`src/rtl/uart_tx.sv`:
```
// uart_tx: UART serial transmitter with a small holding FIFO.
//
// Bytes enter via a valid/ready handshake into a 2**FIFO_AW entry FIFO.
// Each byte is sent LSB-first as: start bit, 8 data bits, optional parity
// bit, then 1 or 2 stop bits. Each bit lasts 16 pulses of tick_16x.
//
// Ports:
//   clk        system clock
//   rst_n      synchronous active-low reset
//   tick_16x   one-clk enable pulse at 16x the baud rate
//   lcr        {stop_bits, parity_type, parity_en}; latched at frame start
//   tx_data    byte to transmit
//   tx_valid   tx_data is valid
//   tx_ready   FIFO can accept a byte (not full)
//   tx         serial line, idle high
//   tx_busy    a frame is in progress
//   tx_done    one-clk pulse at the end of the last stop bit
//   fifo_count bytes held in the FIFO (the shifter is not counted)
module uart_tx #(
    parameter int FIFO_AW = 2
) (
    input  logic             clk,
    input  logic             rst_n,
    input  logic             tick_16x,
    input  logic [2:0]       lcr,
    input  logic [7:0]       tx_data,
    input  logic             tx_valid,
    output logic             tx_ready,
    output logic             tx,
    output logic             tx_busy,
    output logic             tx_done,
    output logic [FIFO_AW:0] fifo_count
);

    localparam int DEPTH = 2 ** FIFO_AW;
    localparam logic [FIFO_AW:0] DEPTH_C = DEPTH[FIFO_AW:0];

    typedef enum logic [2:0] {
        ST_IDLE   = 3'd0,
        ST_START  = 3'd1,
        ST_DATA   = 3'd2,
        ST_PARITY = 3'd3,
        ST_STOP   = 3'd4
    } state_t;

    // parity_type = 1 selects even parity (bit equals XOR of data).
    function automatic logic parity_bit(input logic [7:0] data, input logic even);
        return even ? (^data) : (~^data);
    endfunction

    logic [7:0]         mem_r [DEPTH];
    logic [FIFO_AW-1:0] wr_ptr_r;
    logic [FIFO_AW-1:0] rd_ptr_r;
    logic [FIFO_AW:0]   count_r;
    logic [FIFO_AW:0]   count_next_s;
    logic               ready_r;

    state_t             state_r;
    logic [7:0]         shift_r;
    logic [2:0]         cfg_r;
    logic [3:0]         tick_cnt_r;
    logic [2:0]         bit_idx_r;
    logic [2:0]         next_idx_s;
    logic               stop_cnt_r;
    logic               tx_r;
    logic               busy_r;
    logic               done_r;

    logic               push_s;
    logic               pop_s;
    logic               bit_end_s;

    // ready_r reflects the count at the start of the cycle, so a full FIFO
    // never accepts a push even when a pop happens in the same cycle.
    assign push_s     = tx_valid && ready_r;
    // Pop only looks at the registered count, so a push into an empty FIFO
    // becomes visible to the FSM one cycle later.
    assign pop_s      = (state_r == ST_IDLE) && (count_r != '0);
    assign bit_end_s  = tick_16x && (tick_cnt_r == 4'd15);
    assign next_idx_s = bit_idx_r + 3'd1;

    assign tx_ready   = ready_r;
    assign tx         = tx_r;
    assign tx_busy    = busy_r;
    assign tx_done    = done_r;
    assign fifo_count = count_r;

    // Next FIFO occupancy from this cycle's push and pop.
    always_comb begin
        count_next_s = count_r;
        case ({push_s, pop_s})
            2'b10:   count_next_s = count_r + {{FIFO_AW{1'b0}}, 1'b1};
            2'b01:   count_next_s = count_r - {{FIFO_AW{1'b0}}, 1'b1};
            default: count_next_s = count_r;
        endcase
    end

    // FIFO storage; contents need no reset because the pointers gate reads.
    always_ff @(posedge clk) begin
        if (push_s) begin
            mem_r[wr_ptr_r] <= tx_data;
        end
    end

    // FIFO pointers, occupancy and the registered not-full flag.
    always_ff @(posedge clk) begin
        if (!rst_n) begin
            wr_ptr_r <= '0;
            rd_ptr_r <= '0;
            count_r  <= '0;
            ready_r  <= 1'b1;
        end else begin
            if (push_s) begin
                wr_ptr_r <= wr_ptr_r + FIFO_AW'(1'b1);
            end
            if (pop_s) begin
                rd_ptr_r <= rd_ptr_r + FIFO_AW'(1'b1);
            end
            count_r <= count_next_s;
            ready_r <= (count_next_s != DEPTH_C);
        end
    end

    // Frame state machine; tx is updated on the same edge as the state so
    // it always shows the bit belonging to the current state.
    always_ff @(posedge clk) begin
        if (!rst_n) begin
            state_r    <= ST_IDLE;
            shift_r    <= 8'h00;
            cfg_r      <= 3'b000;
            tick_cnt_r <= 4'd0;
            bit_idx_r  <= 3'd0;
            stop_cnt_r <= 1'b0;
            tx_r       <= 1'b1;
            busy_r     <= 1'b0;
            done_r     <= 1'b0;
        end else begin
            done_r <= 1'b0;
            // The counter wraps 15 -> 0 by itself on the bit-ending tick.
            if (tick_16x && (state_r != ST_IDLE)) begin
                tick_cnt_r <= tick_cnt_r + 4'd1;
            end
            case (state_r)
                ST_IDLE: begin
                    if (pop_s) begin
                        shift_r    <= mem_r[rd_ptr_r];
                        cfg_r      <= lcr;
                        tick_cnt_r <= 4'd0;
                        bit_idx_r  <= 3'd0;
                        stop_cnt_r <= 1'b0;
                        state_r    <= ST_START;
                        tx_r       <= 1'b0;
                        busy_r     <= 1'b1;
                    end else begin
                        tx_r   <= 1'b1;
                        busy_r <= 1'b0;
                    end
                end
                ST_START: begin
                    if (bit_end_s) begin
                        state_r   <= ST_DATA;
                        bit_idx_r <= 3'd0;
                        tx_r      <= shift_r[0];
                    end
                end
                ST_DATA: begin
                    if (bit_end_s) begin
                        if (bit_idx_r == 3'd7) begin
                            if (cfg_r[0]) begin
                                state_r <= ST_PARITY;
                                tx_r    <= parity_bit(shift_r, cfg_r[1]);
                            end else begin
                                state_r    <= ST_STOP;
                                stop_cnt_r <= 1'b0;
                                tx_r       <= 1'b1;
                            end
                        end else begin
                            bit_idx_r <= next_idx_s;
                            tx_r      <= shift_r[next_idx_s];
                        end
                    end
                end
                ST_PARITY: begin
                    if (bit_end_s) begin
                        state_r    <= ST_STOP;
                        stop_cnt_r <= 1'b0;
                        tx_r       <= 1'b1;
                    end
                end
                ST_STOP: begin
                    if (bit_end_s) begin
                        // With two stop bits, the first bit end only advances
                        // the stop counter.
                        if (cfg_r[2] && !stop_cnt_r) begin
                            stop_cnt_r <= 1'b1;
                        end else begin
                            state_r <= ST_IDLE;
                            tx_r    <= 1'b1;
                            busy_r  <= 1'b0;
                            done_r  <= 1'b1;
                        end
                    end
                end
                default: begin
                    state_r <= ST_IDLE;
                    tx_r    <= 1'b1;
                    busy_r  <= 1'b0;
                end
            endcase
        end
    end

endmodule

```
`config.mk`:
```
export PLATFORM = sky130hd
export DESIGN_NAME = uart_tx
export DESIGN_NICKNAME = d
export VERILOG_FILES = /design/src/rtl/uart_tx.sv
export SDC_FILE = /design/constraint.sdc
export NUM_CORES = 1
export LEC_CHECK = 0
export CAP_MARGIN = 20
export CORE_AREA = 8 8 82 84
export DETAILED_ROUTE_END_ITERATION = 8
export DIE_AREA = 0 0 90 92
export MAX_ROUTING_LAYER = met4
export PLACE_DENSITY = 0.74
export SKIP_LAST_GASP = 1
export SLEW_MARGIN = 0
export SYNTH_ARGS = -nofsm -noshare
export SYNTH_HDL_FRONTEND = slang
export SYNTH_SLANG_ARGS = --single-unit
```
`constraint.sdc`:
```
create_clock -name clk -period 2.9 [get_ports clk]
set_input_delay 0.58 -clock clk [delete_from_list [all_inputs] [get_ports clk]]
set_output_delay 0.58 -clock clk [all_outputs]
set_load 0.02 [all_outputs]
```
==> flow_metrics.tcl, run 1 <==
set metrics [dict create \
    outcome "finished, final reports clean" \
    hold_buffers 0 \
    clock_latency_ps 340 \
    grt_max_degree 18 \
    dieHeight_um 92 \
    antenna_found_initial 0 \
    cts_tree "yes" \
    clk_path_buf_depth 2 \
    track_usage_pct 13.7 \
    regArea_mm2 0.00162 \
    peakVddDrop_mv 0.534 \
    cts-resized-gates 0 \
    hold_path.class "flop to flop" \
    port-buffer-count 21 \
    area_delta_synth_final_pct 17.4 \
    dp_hpwl_um 3530 \
    period_needed_ps 2330 \
    worstPathMaxFanout 6 \
    ys.warnings.count 0 \
    p_clk_share_pct 24.0 \
    htreeDepth 3 \
    ys_seq_elements 65 \
    cts.clk_slew.worst_paths_ps 70 \
    setup_viol_count_final 0 \
    drtIter0Drc 93 \
    avgSynthCellArea_um2 11.6 \
    tightest_slew_ps 626 \
    clock-skew-final_ps 7.18 \
    rows 27 \
    antenna_left 0 \
    period_share_pct 80.3 \
    criticalPathCategory "input port to flop" \
    yosysTopAreaCell "edfxtp_1" \
    final_cell_mix "nand2_1, dfxtp_1, edfxtp_1, a21oi_1, clkdlybuf4s50_1" \
    p_sw_mw 1.04 \
    yosys.area.top_type_share_pct 33.4 \
    avgViaCountPerCell 5.37 \
    drtPass1Iterations 6 \
    die_w_um 90 \
    die-area_mm2 0.00828 \
    p_leak_nw 1.21 \
    setup_tns_ps 0 \
    grt_first_pass_wirelength_um 8760 \
    core_area_mm2 0.00541 \
    total_power_mw 3.10 \
    fillers 441 \
    wl_um 5010 \
    routedWlPerCell_um 14.1 \
    drive_gt1_share_pct 13.1 \
    critPathCaptureType "flop" \
    worstPathArrival_ps 2550 \
    synth.net_count 272 \
    rsz0062_at_grt "no" \
    cts_inserted_buffers 9 \
    synth_seq_area_share_pct 56.4 \
    dr_total_vias 1900 \
    cts.sinks 65 \
    power_density_mw_per_mm2 919 \
    startpoint_type "input port" \
    start_util_pct 53.1 \
    power_frac_comb_pct 34.6 \
    grt_pass1_vias 1839 \
    fmax_ghz 0.430 \
    multi_input_area_mm2 0.00117 \
    maxCapViolations 0 \
    p_seq_share_pct 41.3 \
    gr-total-overflow 0 \
    hold_viol_final 0 \
    syn-instance-count 248 \
    relSlewSlack_pct 58.2 \
    netlist_top_cells_area "edfxtp_1, dfxtp_1, mux4_2" \
    yosysUniqueCellTypes 44 \
    gp_congestion 0.815 \
    ioPinCount 22 \
    switching_share_pct 33.6 \
    p_int_mw 2.06 \
    maxSlewViolCount 0 \
    fin_nets 301 \
    syn-cell-area_mm2 0.00287 \
    antenna_cells 0 \
    cts_root_buf "clkbuf_8" \
    drc 0 \
    cts_setup_buffers 0 \
    required_ps 3120 \
]
==> power groups by stage <==
stage	sequential, mW	combinational (mW)	clock (mW)
floorplan	1.28	0.818	0
global placement	1.30	1.06	0
detailed placement	1.30	1.07	0
CTS	1.28	1.08	0.765
global route	1.31	1.20	0.804
finish	1.28	1.07	0.746
==> per-layer routing <==
metal | global-route usage [%] | part of all wire, % | vias up
met1 | 16.3 | 46 | 892
li1 | - | - | 957
met5 | - | 0 | -
met2 | 20.7 | 48 | 41
met4 | 6.66 | 1.7 | 0
met3 | 4.40 | 4.0 | 10
==> worst max-delay path, stage by stage <==
cell and delay [ps]:
clkdlybuf4s50_1 470, nand2_1 150, ha_1 190, inv_1 60, fa_1 370, xor2_1 150
or3_1 300, a21oi_1 170, o21ai_0 100
==> path summary, 6_finish.rpt <==
check / start / to / slack [ps] / depth (start not counted)
max: tx_valid / tx_ready$_SDFF_PN1_ / 570 / 9
max reg2reg: state_r[2]$_SDFFE_PN0P_ / tx_ready$_SDFF_PN1_ / 660 / 10
min: bit_idx_r[1]$_SDFFE_PN0P_ / bit_idx_r[1]$_SDFFE_PN0P_ / 460 / 2
min reg2reg: bit_idx_r[1]$_SDFFE_PN0P_ / bit_idx_r[1]$_SDFFE_PN0P_ / 460 / 2
==> metrics by stage <==
| stage | setup WS (ps) | cells | hold slack, ps | cell area (um^2) | util (%) |
|---|---|---|---|---|---|
| floorplan | 364 | 248 | 436 | 2870 | - |
| global placement | 277 | 338 | 447 | 3180 | 58.8 |
| detailed placement | 208 | 338 | 453 | 3180 | 58.8 |
| CTS | 589 | 354 | 463 | 3370 | 62.4 |
| global route | 389 | 354 | 488 | 3370 | 62.4 |
| finish | 572 | 354 | 458 | 3370 | 62.4 |
==> area by class of cell <==
| type | count | share of cell area, % |
|---|---|---|
| well taps | 72 | 2.67 |
| clock buffers | 9 | 3.67 |
| multi-input cells | 163 | 34.7 |
| flip-flops and latches | 65 | 48.1 |
| clock inverters | 7 | 2.08 |
| inverters | 11 | 1.22 |
| repair buffers | 27 | 7.57 |
==> cell families after synthesis <==
kind of cell / after synthesis / synth area share (%)
AO/OA/AOI/OAI: 45 / 9.10
adder cells (fa/ha/maj): 9 / 4.18
AND/OR/NAND/NOR: 82 / 13.9
buffers and inverters: 20 / 2.79
flip-flops: 65 / 56.4
multiplexers: 13 / 8.89
XOR/XNOR: 14 / 4.75
==> cells in the mapped netlist (all sizes together) <==
cell and n:
a2111oi 1, a211o 1, a211oi 2, a21boi 2
a21oi 24, a31oi 3, and3 5, and4 2
buf 5, clkbuf 4, clkinv 1, dfxtp 33
edfxtp 32, fa 1, ha 8, inv 10
mux2i 3, mux4 10, nand2 33, nand2b 1
nand3 4, nand4 1, nor2 17, nor2b 2
nor3 4, nor3b 1, nor4 2, o2111ai 1
o21ai 9, o22ai 1, o31ai 1, or2 1
or3 8, or3b 1, xnor2 6, xnor3 1
xor2 7
==> flip-flops by register name, indices dropped and copies added (netlist names) <==
| name | cells |
|---|---|
| mem_r | 32 |
| shift_r | 8 |
| tick_cnt_r | 4 |
| bit_idx_r | 3 |
| cfg_r | 3 |
| fifo_count | 3 |
| state_r | 3 |
| rd_ptr_r | 2 |
| wr_ptr_r | 2 |
| stop_cnt_r | 1 |
| tx | 1 |
| tx_busy | 1 |
| tx_done | 1 |
| tx_ready | 1 |
(Power assumes the default switching activity.)
==> inputs of run 2 (changes only) <==
clock period = 2.3 ns   (was 2.9 ns; I/O delays follow)
==> flow_metrics.tcl, run 2 (synthesis results as in run 1) <==
set metrics [dict create \
    dr_total_vias 1913 \
    avgViaCountPerCell 5.34 \
    routedWlPerCell_um 14.7 \
    maxSlewViolCount 0 \
    worstPathMaxFanout 2 \
    largest_reg_flops 32 \
    drtIter0Drc 70 \
    die-area_mm2 0.00828 \
    period_share_pct 94.5 \
    antenna_cells 0 \
    ioPinCount 22 \
    hold_path.class "flop to flop" \
    crit_slowest_cell "fa_1" \
    rows 27 \
    whs_ps 462 \
    cts.sinks 65 \
    fmax_ghz 0.460 \
    outcome "finished, final reports clean" \
    hold_path_depth 2 \
    peakVddDrop_mv 0.615 \
    antenna_found_initial 0 \
    antenna_left 0 \
    core_area_mm2 0.00541 \
    clk_path_buf_depth 2 \
    cts_inserted_buffers 9 \
    postLayoutCellArea_mm2 0.00343 \
    p_leak_nw 1.24 \
    startpoint_type "flop" \
    start_util_pct 53.1 \
    tightest_slew_ps 612 \
    rsz0062_at_grt "no" \
    path_delay_family "simple AND/OR/NAND/NOR gates" \
    period_needed_ps 2170 \
    htreeDepth 3 \
    criticalPathCategory "flop to flop" \
    dp_slack_ps -162 \
    clock-skew-final_ps 8.96 \
    area_delta_synth_final_pct 19.5 \
    worstPathCellList "nor3_4, nand2_2, inv_2, ha_4, inv_1, fa_1, xor2_1, or3_1, a21oi_1, o21ai_0" \
    grt_pass1_vias 1934 \
    port-buffer-count 21 \
    gr-usage-met2_pct 23.7 \
    busiest_layer "met2" \
    critPathCaptureType "flop" \
    met1_usage_pct 14.7 \
    gr-total-overflow 0 \
    regMostFlops "mem_r" \
    required_ps 2520 \
    gp_congestion 0.829 \
    grt_max_degree 23 \
    grt_first_pass_wirelength_um 9000 \
    top_regs "mem_r: 32 flops, shift_r: 8 flops, tick_cnt_r: 4 flops" \
    drive_gt1_share_pct 16.8 \
    worstPathArrival_ps 2400 \
    cts_tree "yes" \
    maxCapViolations 0 \
    reg2regPathDepth 10 \
    drc 0 \
    dp_hpwl_um 3690 \
    wl_um 5250 \
    fin_util_pct 63.5 \
    clock_latency_ps 340 \
    hold_viol_final 0 \
    setup_viol_count_final 0 \
    cts.clk_slew.worst_paths_ps 70 \
    cts_root_buf "clkbuf_8" \
    drtPass1Iterations 6 \
    grtUsageMet3_pct 4.73 \
    die_w_um 90 \
    slowest_delay_ps 370 \
    cts_setup_buffers 0 \
    dpl-instance-area_mm2 0.00324 \
    post-route-worst-setup-slack_ps 127 \
    final_cell_mix "nand2_1, edfxtp_1, dfxtp_1, a21oi_1, clkdlybuf4s50_1" \
    dieHeight_um 92 \
    fin_nets 305 \
    path_depth 10 \
    crit_buf_inv 2 \
    relSlewSlack_pct 59.2 \
    track_usage_pct 14.4 \
    power_density_mw_per_mm2 1160 \
]
## run 2: changes by cell type in the layout (fill, tap and decap cells not counted), moves of 2 or more
cell / before / now
buf_4: 6 / 10
dfxtp_2: 0 / 4
dfxtp_1: 33 / 29
clkinvlp_4: 2 / 0
## run 2: where the power goes
part	leakage (nW)	switching (mW)	internal, mW	total [mW]
sequential	0.565	0.193	1.44	1.63
combinational	0.578	0.715	0.710	1.42
clock	0.0987	0.436	0.498	0.933
## run 2: final timing paths
kind / startpoint / endpoint / slack, ps
min: cfg_r[2]$_SDFFE_PN0P_ / cfg_r[2]$_SDFFE_PN0P_ / 460
max reg2reg: state_r[0]$_SDFFE_PN0P_ / tx_ready$_SDFF_PN1_ / 130
max: state_r[0]$_SDFFE_PN0P_ / tx_ready$_SDFF_PN1_ / 130
min reg2reg: cfg_r[2]$_SDFFE_PN0P_ / cfg_r[2]$_SDFFE_PN0P_ / 460
## run 2: what timing repair did
item	in CTS	in global routing
setup endpoints to repair	0	1
gates resized for setup	0	1
hold buffers	0	0
endpoints found under the hold margin	0	0
## run 2: worst min-delay path, delay by kind of cell, from the launching register on
family / cells / cell delay (ps)
AO/OA/AOI/OAI: 1 / 50
flip-flops: 1 / 320
AND/OR/NAND/NOR: 1 / 50
## run 2: per-layer routing
metal / part of all wire (%) / wire length [um]
met5: 0 / 0
met4: 2.5 / 133
met3: 4.7 / 246
met2: 51 / 2670
met1: 42 / 2200
## run 2: layout make-up
type,instances,area [um^2]
inverter,11,41.3
clock buffer,9,124
sequential,65,1630
multi-input combinational,163,1200
fill,418,1970
tap,72,90.1
clock inverter,7,68.8
timing repair buffer,31,285
## run 2: metrics by stage
stage / instances / power, mW / setup TNS, ps
CTS: 358 / 4.03 / 0
global placement: 342 / 3.03 / -67.2
detailed placement: 342 / 3.07 / -184
global route: 358 / 4.26 / 0
floorplan: 248 / 2.72 / 0
finish: 358 / 3.99 / 0
